### src/rtl/uart_pkg.sv
// Shared UART receive definitions: FSM state encoding, data width and the
// clocks-per-bit helper used to size the bit-period counter.
package uart_pkg;

  localparam int unsigned UART_DATA_BITS = 8;

  typedef enum logic [2:0] {
    IDLE  = 3'd0,
    START = 3'd1,
    DATA  = 3'd2,
    STOP  = 3'd3,
    BREAK = 3'd4
  } uart_state_e;

  // Clock cycles per serial bit (integer division, truncating).
  function automatic int unsigned clks_per_bit(input int unsigned clk_hz,
                                               input int unsigned baud);
    return clk_hz / baud;
  endfunction

endpackage

### src/rtl/uart_sync2.sv
// Two-flop synchroniser for a single asynchronous input bit.
// Ports:
//   i_clk   - destination clock
//   i_rst_n - asynchronous active-low reset, both flops load RST_VAL
//   i_d     - asynchronous input
//   o_q     - synchronised output
module uart_sync2 #(
  parameter logic RST_VAL = 1'b1
) (
  input  logic i_clk,
  input  logic i_rst_n,
  input  logic i_d,
  output logic o_q
);

  logic r_meta;
  logic r_q;

  // Metastability filter chain.
  always_ff @(posedge i_clk or negedge i_rst_n) begin
    if (!i_rst_n) begin
      r_meta <= RST_VAL;
      r_q    <= RST_VAL;
    end else begin
      r_meta <= i_d;
      r_q    <= r_meta;
    end
  end

  assign o_q = r_q;

endmodule

### src/rtl/uart_axis_rx.sv
// 8N1 UART receiver (LSB first) presenting bytes on a single-entry
// AXI-stream style output register, with framing-error and overrun pulses.
// Ports:
//   i_clk, i_rst_n        - clock, asynchronous active-low reset
//   i_uart_rx             - serial line, asynchronous, idle high
//   o_tdata/o_tvalid      - received byte and its valid flag
//   i_tready              - consumer accepts byte when o_tvalid & i_tready
//   o_frame_err           - one-cycle pulse, stop bit sampled low
//   o_overrun             - one-cycle pulse, byte dropped because output full
module uart_axis_rx
  import uart_pkg::*;
#(
  parameter int unsigned CLK_FREQ_HZ = 16_000_000,
  parameter int unsigned BAUD_RATE   = 57_600
) (
  input  logic       i_clk,
  input  logic       i_rst_n,
  input  logic       i_uart_rx,
  output logic [7:0] o_tdata,
  output logic       o_tvalid,
  input  logic       i_tready,
  output logic       o_frame_err,
  output logic       o_overrun
);

  localparam int unsigned CLKS_PER_BIT = clks_per_bit(CLK_FREQ_HZ, BAUD_RATE);
  localparam int unsigned CNT_W        = $clog2(CLKS_PER_BIT);
  localparam int unsigned IDX_W        = $clog2(UART_DATA_BITS);

  localparam logic [CNT_W-1:0] CNT_HALF = CNT_W'(CLKS_PER_BIT / 2 - 1);
  localparam logic [CNT_W-1:0] CNT_FULL = CNT_W'(CLKS_PER_BIT - 1);
  localparam logic [IDX_W-1:0] IDX_LAST = IDX_W'(UART_DATA_BITS - 1);

  if (CLKS_PER_BIT < 4) begin : g_bad_rate
    $error("uart_axis_rx: CLK_FREQ_HZ/BAUD_RATE must be at least 4");
  end

  logic                      w_rx_s;
  uart_state_e               r_state;
  uart_state_e               w_next_state;
  logic [CNT_W-1:0]          r_cnt;
  logic [IDX_W-1:0]          r_idx;
  logic [UART_DATA_BITS-1:0] r_shreg;
  logic [7:0]                r_tdata;
  logic                      r_tvalid;
  logic                      r_frame_err;
  logic                      r_overrun;

  logic w_cnt_zero;
  logic w_load_half;
  logic w_load_full;
  logic w_dec;
  logic w_shift;
  logic w_idx_clr;
  logic w_idx_inc;
  logic w_deliver;
  logic w_frame_err;
  logic w_drop;

  uart_sync2 #(.RST_VAL(1'b1)) u_sync (
    .i_clk   (i_clk),
    .i_rst_n (i_rst_n),
    .i_d     (i_uart_rx),
    .o_q     (w_rx_s)
  );

  assign w_cnt_zero = (r_cnt == '0);

  // State register.
  always_ff @(posedge i_clk or negedge i_rst_n) begin
    if (!i_rst_n) r_state <= IDLE;
    else          r_state <= w_next_state;
  end

  // Next-state logic.
  always_comb begin
    w_next_state = r_state;
    case (r_state)
      IDLE:  if (!w_rx_s) w_next_state = START;
      START: if (w_cnt_zero) w_next_state = w_rx_s ? IDLE : DATA;
      DATA:  if (w_cnt_zero && (r_idx == IDX_LAST)) w_next_state = STOP;
      STOP:  if (w_cnt_zero) w_next_state = w_rx_s ? IDLE : BREAK;
      // Hold off until the line returns high so a long break is not
      // mistaken for a new start bit.
      BREAK: if (w_rx_s) w_next_state = IDLE;
      default: w_next_state = IDLE;
    endcase
  end

  // Datapath controls decoded from state.
  always_comb begin
    w_load_half = 1'b0;
    w_load_full = 1'b0;
    w_dec       = 1'b0;
    w_shift     = 1'b0;
    w_idx_clr   = 1'b0;
    w_idx_inc   = 1'b0;
    w_deliver   = 1'b0;
    w_frame_err = 1'b0;
    case (r_state)
      IDLE: w_load_half = !w_rx_s;
      START: begin
        if (!w_cnt_zero) begin
          w_dec = 1'b1;
        end else if (!w_rx_s) begin
          w_load_full = 1'b1;
          w_idx_clr   = 1'b1;
        end
      end
      DATA: begin
        if (!w_cnt_zero) begin
          w_dec = 1'b1;
        end else begin
          w_shift     = 1'b1;
          w_load_full = 1'b1;
          w_idx_inc   = (r_idx != IDX_LAST);
        end
      end
      STOP: begin
        if (!w_cnt_zero) w_dec = 1'b1;
        else if (w_rx_s) w_deliver = 1'b1;
        else             w_frame_err = 1'b1;
      end
      default: ;
    endcase
  end

  // A finished byte is dropped only if the held byte is not leaving this cycle.
  assign w_drop = w_deliver & r_tvalid & ~i_tready;

  // Bit-period counter, bit index and shift register.
  always_ff @(posedge i_clk or negedge i_rst_n) begin
    if (!i_rst_n) begin
      r_cnt   <= '0;
      r_idx   <= '0;
      r_shreg <= '0;
    end else begin
      if (w_load_half)      r_cnt <= CNT_HALF;
      else if (w_load_full) r_cnt <= CNT_FULL;
      else if (w_dec)       r_cnt <= r_cnt - CNT_W'(1);

      if (w_idx_clr)      r_idx <= '0;
      else if (w_idx_inc) r_idx <= r_idx + IDX_W'(1);

      // LSB arrives first, so shift right and enter at the MSB.
      if (w_shift) r_shreg <= {w_rx_s, r_shreg[UART_DATA_BITS-1:1]};
    end
  end

  // Output register and status pulses.
  always_ff @(posedge i_clk or negedge i_rst_n) begin
    if (!i_rst_n) begin
      r_tdata     <= '0;
      r_tvalid    <= 1'b0;
      r_frame_err <= 1'b0;
      r_overrun   <= 1'b0;
    end else begin
      r_frame_err <= w_frame_err;
      r_overrun   <= w_drop;
      if (w_deliver && !w_drop) begin
        r_tdata  <= r_shreg;
        r_tvalid <= 1'b1;
      end else if (r_tvalid && i_tready) begin
        r_tvalid <= 1'b0;
      end
    end
  end

  assign o_tdata     = r_tdata;
  assign o_tvalid    = r_tvalid;
  assign o_frame_err = r_frame_err;
  assign o_overrun   = r_overrun;

endmodule

### config.mk
export PLATFORM = sky130hd
export DESIGN_NAME = uart_axis_rx
export DESIGN_NICKNAME = d
export VERILOG_FILES = /design/src/rtl/uart_pkg.sv /design/src/rtl/uart_sync2.sv /design/src/rtl/uart_axis_rx.sv
export SDC_FILE = /design/constraint.sdc
export NUM_CORES = 1
export LEC_CHECK = 0
export CORE_MARGIN = 1
export CORE_UTILIZATION = 31
export DETAILED_ROUTE_END_ITERATION = 7
export HOLD_SLACK_MARGIN = 0.03
export MAX_ROUTING_LAYER = met4
export PLACE_DENSITY_LB_ADDON = 0.15
export REMOVE_ABC_BUFFERS = 1
export SYNTH_ARGS = -nofsm -noshare
export SYNTH_HDL_FRONTEND = slang
export SYNTH_SLANG_ARGS = --single-unit
### constraint.sdc
create_clock -name i_clk -period 5.8 [get_ports i_clk]
set_input_delay 1.45 -clock i_clk [delete_from_list [all_inputs] [get_ports i_clk]]
set_output_delay 1.45 -clock i_clk [all_outputs]
set_load 0.02 [all_outputs]
==> impl_metrics.env, run 1 <==
export IMPL_status="finished, final reports clean"
export IMPL_diodes=0
export IMPL_arrival_ns=1.26
export IMPL_clock_fmax_mhz=369
export IMPL_antenna_left=0
export IMPL_crit_chain="clkdlybuf4s50_1"
export IMPL_required_ns=4.35
export IMPL_p_leak_uw=0.000831
export IMPL_start_util_pct=32.5
export IMPL_peakVddDrop_v=0.000112
export IMPL_grt_pass1_vias=1166
export IMPL_yosys_area_top_type="dfrtp_1"
export IMPL_fp_dieH_um=75.4
export IMPL_cts_resized_gates=0
export IMPL_cts_tree="done"
export IMPL_die_area_um2=5680
export IMPL_area_growth_pct=17.7
export IMPL_row_count=26
export IMPL_period_minus_slack_ns=2.71
export IMPL_ys_seq_elements=36
export IMPL_cp_end_kind="output port"
export IMPL_post_cts_setup_buffer_count=0
export IMPL_slew_violations=0
export IMPL_die_w_um=75.4
export IMPL_worst_path_buf_inv=1
export IMPL_htreeDepth=2
export IMPL_cts_path_max_buffers=2
export IMPL_grt_max_degree=37
export IMPL_synth_top_area_share_pct=51.0
export IMPL_cap_violations=0
export IMPL_cts_root_buf="clkbuf_8"
export IMPL_synth_seq_area_share_pct=54.1
export IMPL_routed_wl_um=3270
export IMPL_grt_overflow_total=0
export IMPL_grt_usage_pct=13.7
export IMPL_netlist_instances=142
export IMPL_synth_area_um2=1670
export IMPL_cts_clk_slew_worst_paths_ns=0.08
export IMPL_vias_per_cell=5.17
export IMPL_layout_drive_gt1_share_pct=21.3
export IMPL_antenna_found_initial=0
export IMPL_clkLatencyLatePin_ns=0.29
export IMPL_slowest_stage="clkdlybuf4s50_1"
export IMPL_io_buffer_count=14
export IMPL_cp_max_fo=2
export IMPL_nets=166
export IMPL_holdWs_ns=0.358
export IMPL_fin_setup_tns_ns=0
export IMPL_finalCritPeriodShare_pct=46.8
export IMPL_yosysWarnings=0
export IMPL_firstDrtPassIters=5
export IMPL_place_area_um2=1880
export IMPL_synth_area_per_cell_um2=11.8
export IMPL_relSlewSlack_pct=45.7
export IMPL_avgRoutedWirePerCell_um=14.2
export IMPL_dp_slack_ns=3.12
export IMPL_postCtsHoldBufs=0
export IMPL_drt_iter0_drc=113
export IMPL_rsz0062_at_grt="no"
export IMPL_cts_made_buffers=5
export IMPL_stdcell_area_um2=1960
export IMPL_num_vias=1188
export IMPL_ios=15
export IMPL_hold_class="reg2reg"
export IMPL_dp_hpwl_um=2240
export IMPL_fin_skew_ns=0.0112
export IMPL_synth_cell_types=41
export IMPL_gp_congestion=0.768
export IMPL_crit_type="reg2out"
export IMPL_fin_ws_ns=3.09
export IMPL_hold_violations=0
export IMPL_yosys_top_cells_area="dfrtp_1, mux2_2, dfstp_2"
export IMPL_startpoint_type="flip-flop"
export IMPL_core_area_um2=5140
export IMPL_p_total_uw=438
export IMPL_cp_top_family="buffers and inverters"
export IMPL_cpPeakStageDelay_ns=0.61
export IMPL_cts_sinks=36
export IMPL_tightest_slew_ns=0.814
export IMPL_drc=0
export IMPL_power_density_nw_per_um2=223
export IMPL_setup_viol=0
export IMPL_async_flop_share_pct=100
export IMPL_synth_edf_count=0
export IMPL_ys_flop_type="dfrtp_1"
export IMPL_grt_pass1_wl_um=5580
[routing by layer]
metal,track usage [%],vias to the layer above,part of all wire (%)
met1,17.9,585,47
met4,7.20,0,3.1
met5,-,-,0
li1,-,566,-
met2,19.0,26,45
met3,4.23,11,4.4
[stage by stage]
| stage | instances | util, % |
|---|---|---|
| detailed placement | 222 | 36.5 |
| finish | 230 | 38.2 |
| CTS | 230 | 38.2 |
| global route | 230 | 38.2 |
| global placement | 222 | 36.5 |
| floorplan | 136 | - |
[cells in the mapped netlist (2+ instances only)]
master / n
a211oi_1: 2
a21o_1: 2
a21oi_1: 4
buf_4: 2
clkbuf_1: 4
dfrtp_1: 34
dfstp_2: 2
ha_1: 3
inv_1: 3
mux2_2: 17
nand2_1: 7
nand2b_1: 3
nand3_1: 5
nor2_1: 9
nor2b_1: 2
nor3_1: 5
nor3b_1: 2
nor4_1: 4
nor4b_1: 3
o2111ai_1: 2
o211ai_1: 2
o21ai_0: 5
o31ai_1: 2
[state kept, by name, summed over array words and instances (netlist names)]
register and count:
r_cnt 9, o_tdata 8, r_shreg 8, r_idx 3, r_state 3, o_frame_err 1
o_overrun 1, o_tvalid 1, u_sync.o_q 1, u_sync.r_meta 1
[power breakdown]
part	switching [µW]	leakage (µW)	internal (µW)	total [µW]
Clock	92.7	0.0000479	83.7	176
Combinational	5.95	0.000312	2.44	8.39
Sequential	1.13	0.000471	252	253
Total	99.8	0.000831	338	438
[placed cells by master (no fill, tap or decap), drive strengths merged, types with 4 or more instances in the layout]
cell and n:
dfrtp 34, nand3 5, nor4 5, mux2 17, clkdlybuf4s50 13, nor3 5
clkbuf 5, a21oi 4, nor2 9, nand2 8, o21ai 6
[worst register-to-register path, stage by stage, from the launching register on]
cell     delay (ns)
dfrtp_1        0.42
inv_1          0.07
ha_1           0.26
or4b_1         0.65
nor4_4         0.36
nand2_4        0.14
mux2_2         0.29
[kinds of logic (layout without fill, tap and decap cells)]
kind of cell    after synthesis  after routing  share of synthesized area, %
simple gates                 47             47                          16.7
flops                        36             36                          54.1
compound gates               29             29                          12.4
mux                          17             17                          11.5
buf+inv                       9             27                          2.47
fa+ha+maj                     3              3                          2.25
xor+xnor                      1              1                         0.525
[path summary, 6_finish.rpt]
path / cells after the start / end / from / slack [ns]
max: 1 / o_tdata[5] / o_tdata[5]$_DFFE_PN0P_ / 3.09
min: 0 / u_sync.o_q$_DFF_PN1_ / u_sync.r_meta$_DFF_PN1_ / 0.36
max reg2reg: 6 / o_tdata[0]$_DFFE_PN0P_ / r_cnt[0]$_DFFE_PN0P_ / 3.52
min reg2reg: 0 / u_sync.o_q$_DFF_PN1_ / u_sync.r_meta$_DFF_PN1_ / 0.36
max in group asynchronous: 1 / r_idx[0]$_DFFE_PN0P_ / i_rst_n / 4.03
min in group asynchronous: 1 / r_cnt[4]$_DFFE_PN0P_ / i_rst_n / 1.25
[cell type report]
| cell class | instances | area (µm²) |
|---|---|---|
| Inverter | 3 | 11.3 |
| Multi-Input combinational cell | 97 | 724 |
| Timing Repair Buffer | 16 | 150 |
| Fill cell | 540 | 3180 |
| Clock buffer | 5 | 68.8 |
| Sequential cell | 36 | 903 |
| Tap cell | 70 | 87.6 |
| Clock inverter | 3 | 18.8 |
(Power assumes the default switching activity.)
==> run 2: changes to the inputs <==
==> constraint.sdc (replaced) <==
create_clock -name i_clk -period 2.6 [get_ports i_clk]
set_input_delay 0.65 -clock i_clk [delete_from_list [all_inputs] [get_ports i_clk]]
set_output_delay 0.65 -clock i_clk [all_outputs]
set_load 0.02 [all_outputs]
==> impl_metrics.env, run 2 (synthesis gave the netlist of run 1 again) <==
export IMPL_status="finished, final reports clean"
export IMPL_core_area_um2=5140
export IMPL_clkLatencyLatePin_ns=0.29
export IMPL_row_count=26
export IMPL_cts_root_buf="clkbuf_8"
export IMPL_diodes=0
export IMPL_cts_made_buffers=5
export IMPL_relSlewSlack_pct=47.1
export IMPL_cp_max_fo=8
export IMPL_area_growth_pct=19.3
export IMPL_drc=0
export IMPL_ios=15
export IMPL_startpoint_type="flip-flop"
export IMPL_period_minus_slack_ns=2.28
export IMPL_tightest_slew_ns=0.794
export IMPL_io_buffer_count=14
export IMPL_mostFrequentLayoutCell="dfrtp_1"
export IMPL_grt_usage_pct=13.2
export IMPL_layout_drive_gt1_share_pct=21.1
export IMPL_slew_violations=0
export IMPL_htreeDepth=2
export IMPL_cts_path_max_buffers=2
export IMPL_finalCritPeriodShare_pct=87.6
export IMPL_dp_slack_ns=0.333
export IMPL_fin_setup_tns_ns=0
export IMPL_cap_violations=0
export IMPL_required_ns=2.77
export IMPL_avgRoutedWirePerCell_um=14.0
export IMPL_cts_sinks=36
export IMPL_cts_resized_gates=0
export IMPL_peakVddDrop_v=0.000203
export IMPL_fp_dieH_um=75.4
export IMPL_cts_tree="done"
export IMPL_route_met2_wl_um=1500
export IMPL_postCtsHoldBufs=0
export IMPL_p_total_uw=1060
export IMPL_holdWs_ns=0.357
export IMPL_p_leak_uw=0.000843
export IMPL_firstDrtPassIters=4
export IMPL_gp_congestion=0.811
export IMPL_crit_type="reg2reg"
export IMPL_fin_ws_ns=0.324
export IMPL_grt_max_degree=37
export IMPL_cts_clk_slew_worst_paths_ns=0.07
export IMPL_arrival_ns=2.45
export IMPL_final_cell_mix="dfrtp_1, mux2_2, clkdlybuf4s50_1, nor2_1, nand2_1"
export IMPL_place_area_um2=1880
export IMPL_setup_viol=0
export IMPL_dr_wl_met3_um=155
export IMPL_grt_pass1_vias=1151
export IMPL_clock_fmax_mhz=439
export IMPL_start_util_pct=32.5
export IMPL_fillerInstances=519
export IMPL_nets=167
export IMPL_stdcell_area_um2=1990
export IMPL_drt_iter0_drc=67
export IMPL_fin_skew_ns=0.00415
export IMPL_grt_overflow_total=0
export IMPL_hold_class="reg2reg"
export IMPL_r2r_slack_ns=0.32
export IMPL_cp_end_kind="flip-flop"
export IMPL_top_register="r_cnt"
export IMPL_antenna_left=0
export IMPL_routed_wl_um=3250
export IMPL_regArea_um2=903
export IMPL_die_w_um=75.4
export IMPL_largest_reg_flops=9
export IMPL_top_layer_used="met4"
export IMPL_die_area_um2=5680
export IMPL_num_vias=1200
export IMPL_antenna_found_initial=0
export IMPL_route_layer_met1_wl_um=1540
export IMPL_power_density_nw_per_um2=533
export IMPL_grt_pass1_wl_um=5360
export IMPL_vias_per_cell=5.19
export IMPL_dp_hpwl_um=2290
export IMPL_post_cts_setup_buffer_count=0
export IMPL_rsz0062_at_grt="no"
export IMPL_multi_input_area_um2=724
export IMPL_hold_violations=0
==> run 2: final timing paths <==
check                                        startpoint  cells after the start                endpoint
worst min register to register  u_sync.r_meta$_DFF_PN1_                      0    u_sync.o_q$_DFF_PN1_
worst max register to register     r_cnt[0]$_DFFE_PN0P_                      6  o_tdata[7]$_DFFE_PN0P_
max in group asynchronous                       i_rst_n                      1    r_idx[2]$_DFFE_PN0P_
worst min-delay path            u_sync.r_meta$_DFF_PN1_                      0    u_sync.o_q$_DFF_PN1_
min in group asynchronous                       i_rst_n                      1    r_cnt[1]$_DFFE_PN0P_
worst max-delay path               r_cnt[0]$_DFFE_PN0P_                      6  o_tdata[7]$_DFFE_PN0P_
==> run 2: metrics by stage <==
step | instances | util (%)
detailed placement | 223 | 36.7
CTS | 231 | 38.8
global placement | 223 | 36.7
finish | 231 | 38.8
global route | 231 | 38.8
floorplan | 136 | -
==> run 2: power by group <==
part | switching, µW | leakage (µW) | total (µW) | internal (µW)
combinational | 12.8 | 0.000318 | 18.2 | 5.43
sequential | 2.56 | 0.000471 | 565 | 563
clock | 194 | 0.0000552 | 478 | 284
==> run 2: area by class of cell <==
| cell class | count | share of cell area [%] |
|---|---|---|
| timing repair buffer | 17 | 7.91 |
| multi-input combinational | 97 | 36.4 |
| clock inverter | 2 | 1.76 |
| inverter | 3 | 0.565 |
| sequential | 36 | 45.4 |
| clock buffer | 6 | 3.64 |
| tap | 70 | 4.40 |
==> run 2: layer usage <==
metal	vias to the layer above	track usage, %
li1	565	-
met1	599	16.8
met2	30	19.8
met3	6	3.97
met4	0	5.14
met5	-	-
==> run 2: critical path, cell delays in order, from the launching register on <==
cell and delay [ns]:
dfrtp_1 0.42, inv_1 0.07, ha_1 0.25, or4b_1 0.63, nor4_4 0.35, nand2_4 0.14
mux2_2 0.30
